`config.mk`:
```
export PLATFORM = sky130hd
export DESIGN_NAME = instr_byte_feeder_flat
export DESIGN_NICKNAME = d
export VERILOG_FILES = /design/src/rtl/instr_byte_feeder_if.sv /design/src/rtl/instr_byte_feeder.sv /design/src/flat_wrapper.sv
export SDC_FILE = /design/constraint.sdc
export NUM_CORES = 1
export LEC_CHECK = 0
export ABC_AREA = 1
export CAP_MARGIN = 20
export CELL_PAD_IN_SITES_DETAIL_PLACEMENT = 0
export CELL_PAD_IN_SITES_GLOBAL_PLACEMENT = 1
export CORE_UTILIZATION = 39
export CTS_BUF_LIST = sky130_fd_sc_hd__clkbuf_2 sky130_fd_sc_hd__clkbuf_4 sky130_fd_sc_hd__clkbuf_8
export CTS_CLUSTER_DIAMETER = 40
export DETAILED_ROUTE_END_ITERATION = 7
export PLACE_DENSITY_LB_ADDON = 0.1
export SYNTH_ARGS = -nofsm -noshare
export SYNTH_HDL_FRONTEND = slang
export SYNTH_SLANG_ARGS = --single-unit
export TNS_END_PERCENT = 30
```
`constraint.sdc`:
```
create_clock -name clk -period 3.7 [get_ports clk]
set_clock_uncertainty 0.1 [all_clocks]
set_input_delay 0.925 -clock clk [delete_from_list [all_inputs] [get_ports clk]]
set_output_delay 0.925 -clock clk [all_outputs]
set_load 0.03 [all_outputs]
```
`src/rtl/instr_byte_feeder_if.sv`:
```
// Byte-in / word-out handshake bundle for instr_byte_feeder.
// master drives bytes and consumes words; slave is the feeder itself.
interface instr_byte_feeder_if;
  logic [7:0]  byte_in;
  logic        byte_valid;
  logic        byte_ready;
  logic [31:0] instr;
  logic        instr_valid;
  logic        instr_ready;

  modport master (
    output byte_in, byte_valid, instr_ready,
    input  byte_ready, instr, instr_valid
  );

  modport slave (
    input  byte_in, byte_valid, instr_ready,
    output byte_ready, instr, instr_valid
  );
endinterface

```
`src/rtl/instr_byte_feeder.sv`:
```
// Assembles little-endian instruction bytes into 32-bit words and queues them for the core.
// Optional partial-word idle timeout is enabled by defining PARTIAL_WORD_TIMEOUT_EN.
module instr_byte_feeder #(
  parameter int DEPTH          = 4,
  parameter int TIMEOUT_CYCLES = 255
) (
  input  logic                     clk,
  input  logic                     rst,
  input  logic                     flush,
  instr_byte_feeder_if.slave       bus,
  output logic [$clog2(DEPTH):0]   level,
  output logic [1:0]               byte_idx,
  output logic                     timeout_err
);

  localparam int PW = $clog2(DEPTH);
  localparam int LW = PW + 1;
  localparam logic [LW-1:0] FULL = LW'(DEPTH);

  logic [31:0]   mem_q [DEPTH];
  logic [31:0]   mem_d [DEPTH];
  logic [PW-1:0] wr_ptr_q, wr_ptr_d;
  logic [PW-1:0] rd_ptr_q, rd_ptr_d;
  logic [LW-1:0] level_q, level_d;
  logic [1:0]    byte_idx_q, byte_idx_d;
  logic [23:0]   asm_q, asm_d;
  logic          timeout_err_q, timeout_err_d;

  logic byte_ready;
  logic instr_valid;
  logic byte_acc;
  logic push;
  logic pop;
  logic timeout_hit;

  // byte_ready looks only at registered state, so a pop frees a full slot one cycle later
  assign byte_ready  = !rst && !flush && (byte_idx_q != 2'd3 || level_q != FULL);
  assign instr_valid = (level_q != '0);
  assign byte_acc    = bus.byte_valid && byte_ready;
  assign push        = byte_acc && (byte_idx_q == 2'd3);
  assign pop         = instr_valid && bus.instr_ready;

  assign bus.byte_ready  = byte_ready;
  assign bus.instr_valid = instr_valid;
  assign bus.instr       = mem_q[rd_ptr_q];
  assign level           = level_q;
  assign byte_idx        = byte_idx_q;
  assign timeout_err     = timeout_err_q;

`ifdef PARTIAL_WORD_TIMEOUT_EN
  localparam int CW = $clog2(TIMEOUT_CYCLES + 1);
  localparam logic [CW:0] TLIM = (CW+1)'(TIMEOUT_CYCLES);

  logic [CW-1:0] idle_cnt_q, idle_cnt_d;
  logic [CW:0]   cnt_inc;

  assign cnt_inc     = {1'b0, idle_cnt_q} + 1'b1;
  assign timeout_hit = !byte_acc && (byte_idx_q != 2'd0) && (cnt_inc == TLIM);

  always_comb begin
    idle_cnt_d = idle_cnt_q;
    if (rst || flush || byte_acc || byte_idx_q == 2'd0 || timeout_hit) begin
      idle_cnt_d = '0;
    end else begin
      idle_cnt_d = cnt_inc[CW-1:0];
    end
  end

  always_ff @(posedge clk) begin
    idle_cnt_q <= idle_cnt_d;
  end
`else
  logic unused_timeout;
  assign unused_timeout = |TIMEOUT_CYCLES;
  assign timeout_hit    = 1'b0;
`endif

  always_comb begin
    for (int i = 0; i < DEPTH; i++) mem_d[i] = mem_q[i];
    wr_ptr_d      = wr_ptr_q;
    rd_ptr_d      = rd_ptr_q;
    level_d       = level_q;
    byte_idx_d    = byte_idx_q;
    asm_d         = asm_q;
    timeout_err_d = 1'b0;

    if (rst) begin
      for (int i = 0; i < DEPTH; i++) mem_d[i] = '0;
      wr_ptr_d   = '0;
      rd_ptr_d   = '0;
      level_d    = '0;
      byte_idx_d = '0;
      asm_d      = '0;
    end else if (flush) begin
      wr_ptr_d   = '0;
      rd_ptr_d   = '0;
      level_d    = '0;
      byte_idx_d = '0;
      asm_d      = '0;
    end else begin
      if (byte_acc) begin
        byte_idx_d = byte_idx_q + 1'b1;
        case (byte_idx_q)
          2'd0: asm_d[7:0]   = bus.byte_in;
          2'd1: asm_d[15:8]  = bus.byte_in;
          2'd2: asm_d[23:16] = bus.byte_in;
          default: begin
            mem_d[wr_ptr_q] = {bus.byte_in, asm_q};
            wr_ptr_d        = wr_ptr_q + 1'b1;
            asm_d           = '0;
          end
        endcase
      end else if (timeout_hit) begin
        byte_idx_d    = '0;
        asm_d         = '0;
        timeout_err_d = 1'b1;
      end

      if (pop) rd_ptr_d = rd_ptr_q + 1'b1;

      if (push && !pop) begin
        level_d = level_q + 1'b1;
      end else if (pop && !push) begin
        level_d = level_q - 1'b1;
      end
    end
  end

  always_ff @(posedge clk) begin
    for (int i = 0; i < DEPTH; i++) mem_q[i] <= mem_d[i];
    wr_ptr_q      <= wr_ptr_d;
    rd_ptr_q      <= rd_ptr_d;
    level_q       <= level_d;
    byte_idx_q    <= byte_idx_d;
    asm_q         <= asm_d;
    timeout_err_q <= timeout_err_d;
  end

endmodule

```
`src/flat_wrapper.sv`:
```
// flat-port wrapper written by rule: the top's interface ports become plain ports
module instr_byte_feeder_flat 
#(
  parameter int DEPTH          = 4,
  parameter int TIMEOUT_CYCLES = 255
)
  (clk, rst, flush, level, byte_idx, timeout_err, bus_byte_in, bus_byte_valid, bus_instr_ready, bus_byte_ready, bus_instr, bus_instr_valid);
  instr_byte_feeder_if bus_i ();
  input  logic clk;
  input  logic rst;
  input  logic flush;
  output logic [$clog2(DEPTH):0] level;
  output logic [1:0] byte_idx;
  output logic timeout_err;
  input wire logic [$bits(bus_i.byte_in)-1:0] bus_byte_in;
  input wire logic [$bits(bus_i.byte_valid)-1:0] bus_byte_valid;
  input wire logic [$bits(bus_i.instr_ready)-1:0] bus_instr_ready;
  output wire logic [$bits(bus_i.byte_ready)-1:0] bus_byte_ready;
  output wire logic [$bits(bus_i.instr)-1:0] bus_instr;
  output wire logic [$bits(bus_i.instr_valid)-1:0] bus_instr_valid;
  assign bus_i.byte_in = bus_byte_in;
  assign bus_i.byte_valid = bus_byte_valid;
  assign bus_i.instr_ready = bus_instr_ready;
  assign bus_byte_ready = bus_i.byte_ready;
  assign bus_instr = bus_i.instr;
  assign bus_instr_valid = bus_i.instr_valid;
  instr_byte_feeder #(.DEPTH(DEPTH), .TIMEOUT_CYCLES(TIMEOUT_CYCLES)) u_core (.clk(clk), .rst(rst), .flush(flush), .bus(bus_i), .level(level), .byte_idx(byte_idx), .timeout_err(timeout_err));
endmodule
```
-- Word-level counts from Yosys, hierarchy flattened
Memory sizes are Yosys's and may differ from the RTL's. A register that Yosys moved wholly into a read port is not among the register bits.
Index checks and enable logic that the tools add are counted.
Widths: inputs -> output; s select.
- $add $sub $neg: 5
- magnitude comparators: 2
- eq/ne operators: 5
- muxes and demuxes: 14
- bitwise logic cells: 5
- reduce and logical (&&, ||, !) cells: 25
- operators by type and width (kind ; count):
    $mux 128 ; 4
    $bwmux 128 ; 1
    $demux 32 s2 ; 1
    $pmux 8 s2 ; 3
    $mux 32 ; 1
    $logic_and 1x1->1 ; 8
    $reduce_and 2->1 ; 4
    $reduce_or 2->1 ; 4
    $add 2x1->2 const B ; 3
    $mux 3 ; 2
    $eq 2x2->1 const B ; 2
    $logic_not 1->1 ; 4
    $mux 2 ; 2
    $not 1->1 ; 4
    $add 3x1->3 const B ; 1
    $ge 3x3->1 const B ; 1
    $lt 3x1->1 const B ; 1
    $ne 3x3->1 const B ; 1
    $not 2->3 ; 1
    $reduce_bool 3->1 ; 1
    $reduce_or 3->1 ; 1
    $sub 3x1->3 const B ; 1
    $eq 2x1->1 const B ; 1
    $logic_not 2->1 ; 1
    3 further kinds ; 3
- register bits: 33
- RAM bits: 128
- output and inout port bits: 40
- logic and storage cells: 64
- memories: 1
- memory list (name ; words ; bits a word ; read ports ; clocked after memory_dff ; write ports ; line ; text):
    u_core.mem_q ; 4 ; 32 ; 5 ; 1 ; 4 ; instr_byte_feeder.sv:20 ; logic [31:0] mem_q [DEPTH];

-- Logic depth before layout (Yosys ltp)
- depth after elaboration: 10
- depth in mapped cells: 11
- depth with buffers taken out: 11

-- Worst setup path before layout
No wires, ideal clock.
- kind: input-to-output
- start: input port rst
- end: output port bus_byte_ready
- arrival: 1749 ps
- path slack: 926 ps
- cell stages on the path: 4
- cell sequence: inv_1 -> nand2_1 -> a31oi_1 -> clkbuf_1
- cells in the longest elaborated chain, start to end: 3
- ends and longest elaborated chain (what ; line ; text):
    from (decl) ; flat_wrapper.sv:10 ; input logic rst;
    $logic_not 1->1 ; instr_byte_feeder.sv:37 ; assign byte_ready = !rst && !flush && (byte_idx_q != 2'd3 || level_q != FULL);
    $logic_and 1x1->1 (2 in series) ; instr_byte_feeder.sv:37 ;
    to (decl) ; flat_wrapper.sv:18 ; output wire logic [$bits(bus_i.byte_ready)-1:0] bus_byte_ready;
No other way between the ends.

==> impl_metrics.toml <==
[status]
status = "finished clean"

[synthesis]
syn_inst = 1121
yosysSeqAreaShare_pct = 43.8
synth_top_area_cell = "dfxtp_1"
synthDistinctLibCells = 23
ys_warn_count = 0
syn-num-nets = 1144
syn_area_per_cell_um2 = 6.64
synthTopCellsByArea = "dfxtp_1 (44%), nor2_1 (17%), nand2_1 (16%)"
netlist_area_um2 = 7450
synth_seq_cells = 163
yosysTopAreaCellShare_pct = 43.8

[sta]
rsz0062_at_grt = "no"
finalCritPeriodShare_pct = 88.3
maxSlewViolCount = 0
fmax_mhz = 306
hold-worst-slack_ns = 0.370
min_period_ns = 3.27
slew_headroom_pct = 46.2
finalSetupViolCount = 0
setup-tns-final_ns = 0
hold_viol = 0
worst-slew-pin-transition_ns = 0.807

[drt]
drt-wirelength-per-cell_um = 14.0
vias = 6631
drc_errors = 0
viasPerCell = 4.77
ant_nets = 0
drt_wl_total_um = 19400
drt_iter0_drc = 447
first_pass_iters = 5

[floorplanning]
die_area_um2 = 19600
die_h_um = 140
fp.dieW_um = 140
coreArea_um2 = 18700
rows = 50
initial_core_util_pct = 39.8
boundaryPins = 53

[setup_path]
r2r_start = "u_core.level[0]"
regToRegEndpoint = "u_core.level[2]"
cp-start-kind = "flop"
endpoint_kind = "output pin"
path_class = "flop to output pin"
cp.arrival_ns = 2.24
path_cells = "buf_12, o21ai_0, o22ai_1, clkdlybuf4s50_1"
cp_num_buf_inv = 2
path_max_fanout = 64
crit_family = "buffers and inverters"
max_stage_delay_ns = 0.73
reg2reg_depth = 10
cp.required_ns = 2.67
cp_slowest_cell = "clkdlybuf4s50_1"
r2r_setup_slack_ns = 1.44

[hold_path]
hold_class = "flop to flop"
worstHoldStart = "u_core.asm_q[7]"
hold-path-cell-count = 2
hold_path_end = "u_core.asm_q[7]"

[finish]
final_common_cell = "nor2_1"
antenna_cells = 0
instances_no_fill = 1391
syn2layout_area_growth_pct = 13.8
drive_above_1_share_pct = 6.31
mostFrequentLayoutCells = "nor2_1 (341), nand2_1 (315), dfxtp_1 (162)"
nNetsFinal = 1167
finalInstanceArea_um2 = 8480

[placed_design]
dp.cells = 1359
io_buffer_count = 51
placed_cell_area_um2 = 8040
dp_hpwl_um = 11300
place.gp.congestion = 0.708

[global_routing]
grt_pass1_vias = 6101
grt_antenna_before_repair = 0
grt_pass1_wl_um = 32100
grt_usage_pct = 20.9
grt_max_degree = 74
grt_overflow_total = 0

[job]
maxCapViolCount = 0

[clock_network]
cts_root_buffer = "clkbuf_8"
tritoncts = "yes"
cts_max_level = 4
cts_setup_buffers = 0
cts.clk_slew.worst_paths_ns = 0.09
ctsResizeCount = 0
cts_buffer_depth = 2
cts_buffers = 17
ctsHoldBuffers = 0
cts.sinks = 163
clock_latency_ns = 0.45

[power]
power_per_cell_area_nw_per_um2 = 393
leakage_nw = 3.72
ir_worst_vdd_uv = 204
kinds of logic (layout without fill, tap and decap cells):
logic type / Yosys count / count (layout) / share of synthesized area (%)
buf+inv: 134 / 170 / 8.86
fa+ha+maj: 10 / 10 / 1.78
simple gates: 683 / 683 / 36.2
flops: 163 / 163 / 43.8
other cells: 1 / 1 / 0.0504
compound gates: 130 / 130 / 9.33
cell usage after synthesis:
cell and count:
a21boi_0 1, o22ai_1 32, a31oi_1 1, nand2_1 315
a21oi_1 22, fa_1 1, nor2_1 341, buf_2 2
o21ai_0 74, buf_4 9, dfxtp_1 163, nand4_1 10
buf_1 3, clkinv_1 2, nor2_8 4, conb_1 1
clkbuf_1 38, buf_6 16, nand4_4 1, nand3_1 11
inv_1 64, ha_1 9, nor2_4 1
worst max path at each step:
stage,to,cells after the start,slack (ns),from
CTS,bus_instr[20],4,0.40,flop
finish,bus_instr[20],4,0.43,flop
global placement,u_core.mem_q[0][9],6,0.53,rst
detailed placement,u_core.mem_q[0][9],6,0.52,rst
global route,bus_instr[8],4,0.31,flop
floorplan,bus_byte_ready,4,0.93,rst
metal layers:
metal | track usage [%] | vias up | routed length (um)
met5 | 0 | - | 0
met4 | 5.15 | 0 | 143
met3 | 3.76 | 10 | 664
met2 | 34.0 | 106 | 8750
met1 | 28.5 | 3019 | 9880
li1 | - | 3496 | -
metrics by stage:
step | total power [mW] | worst slack, ns | util (%)
2_1_floorplan | 1.89 | 0.926 | -
3_3_place_gp | 1.94 | 0.528 | 43.0
3_5_place_dp | 1.94 | 0.520 | 43.0
4_1_cts | 3.38 | 0.398 | 45.3
5_1_grt | 3.47 | 0.314 | 45.3
6_report | 3.33 | 0.434 | 45.3
worst register-to-register path: stages (launching register included):
cell      delay (ns)
dfxtp_1         0.36
nor2_1          0.27
a21boi_0        0.27
inv_1           0.11
ha_1            0.14
inv_1           0.06
fa_1            0.38
a21oi_1         0.14
o21ai_0         0.11
o21ai_0         0.15
a21oi_1         0.05
sequential cells by signal (all words and copies together) (netlist names), named ones only:
register and count:
u_core.rd_ptr_q 2, u_core.mem_q 128, u_core.asm_q 24, u_core.byte_idx 2, u_core.wr_ptr_q 2, u_core.level 3
layout make-up:
class | instances | area, um2
flip-flops and latches | 163 | 3260
multi-input cells | 824 | 3520
fillers | 1999 | 10200
inverters | 66 | 249
well taps | 234 | 293
repair buffers | 72 | 713
clock inverters | 13 | 185
clock buffers | 19 | 249
power by group:
group          internal (mW)  leakage, nW  total [mW]  switching, mW
clock                  0.750        0.216        1.43          0.684
sequential              1.76         1.31        1.76        0.00322
combinational         0.0439         2.19       0.140         0.0958
(Power assumes the default switching activity.)
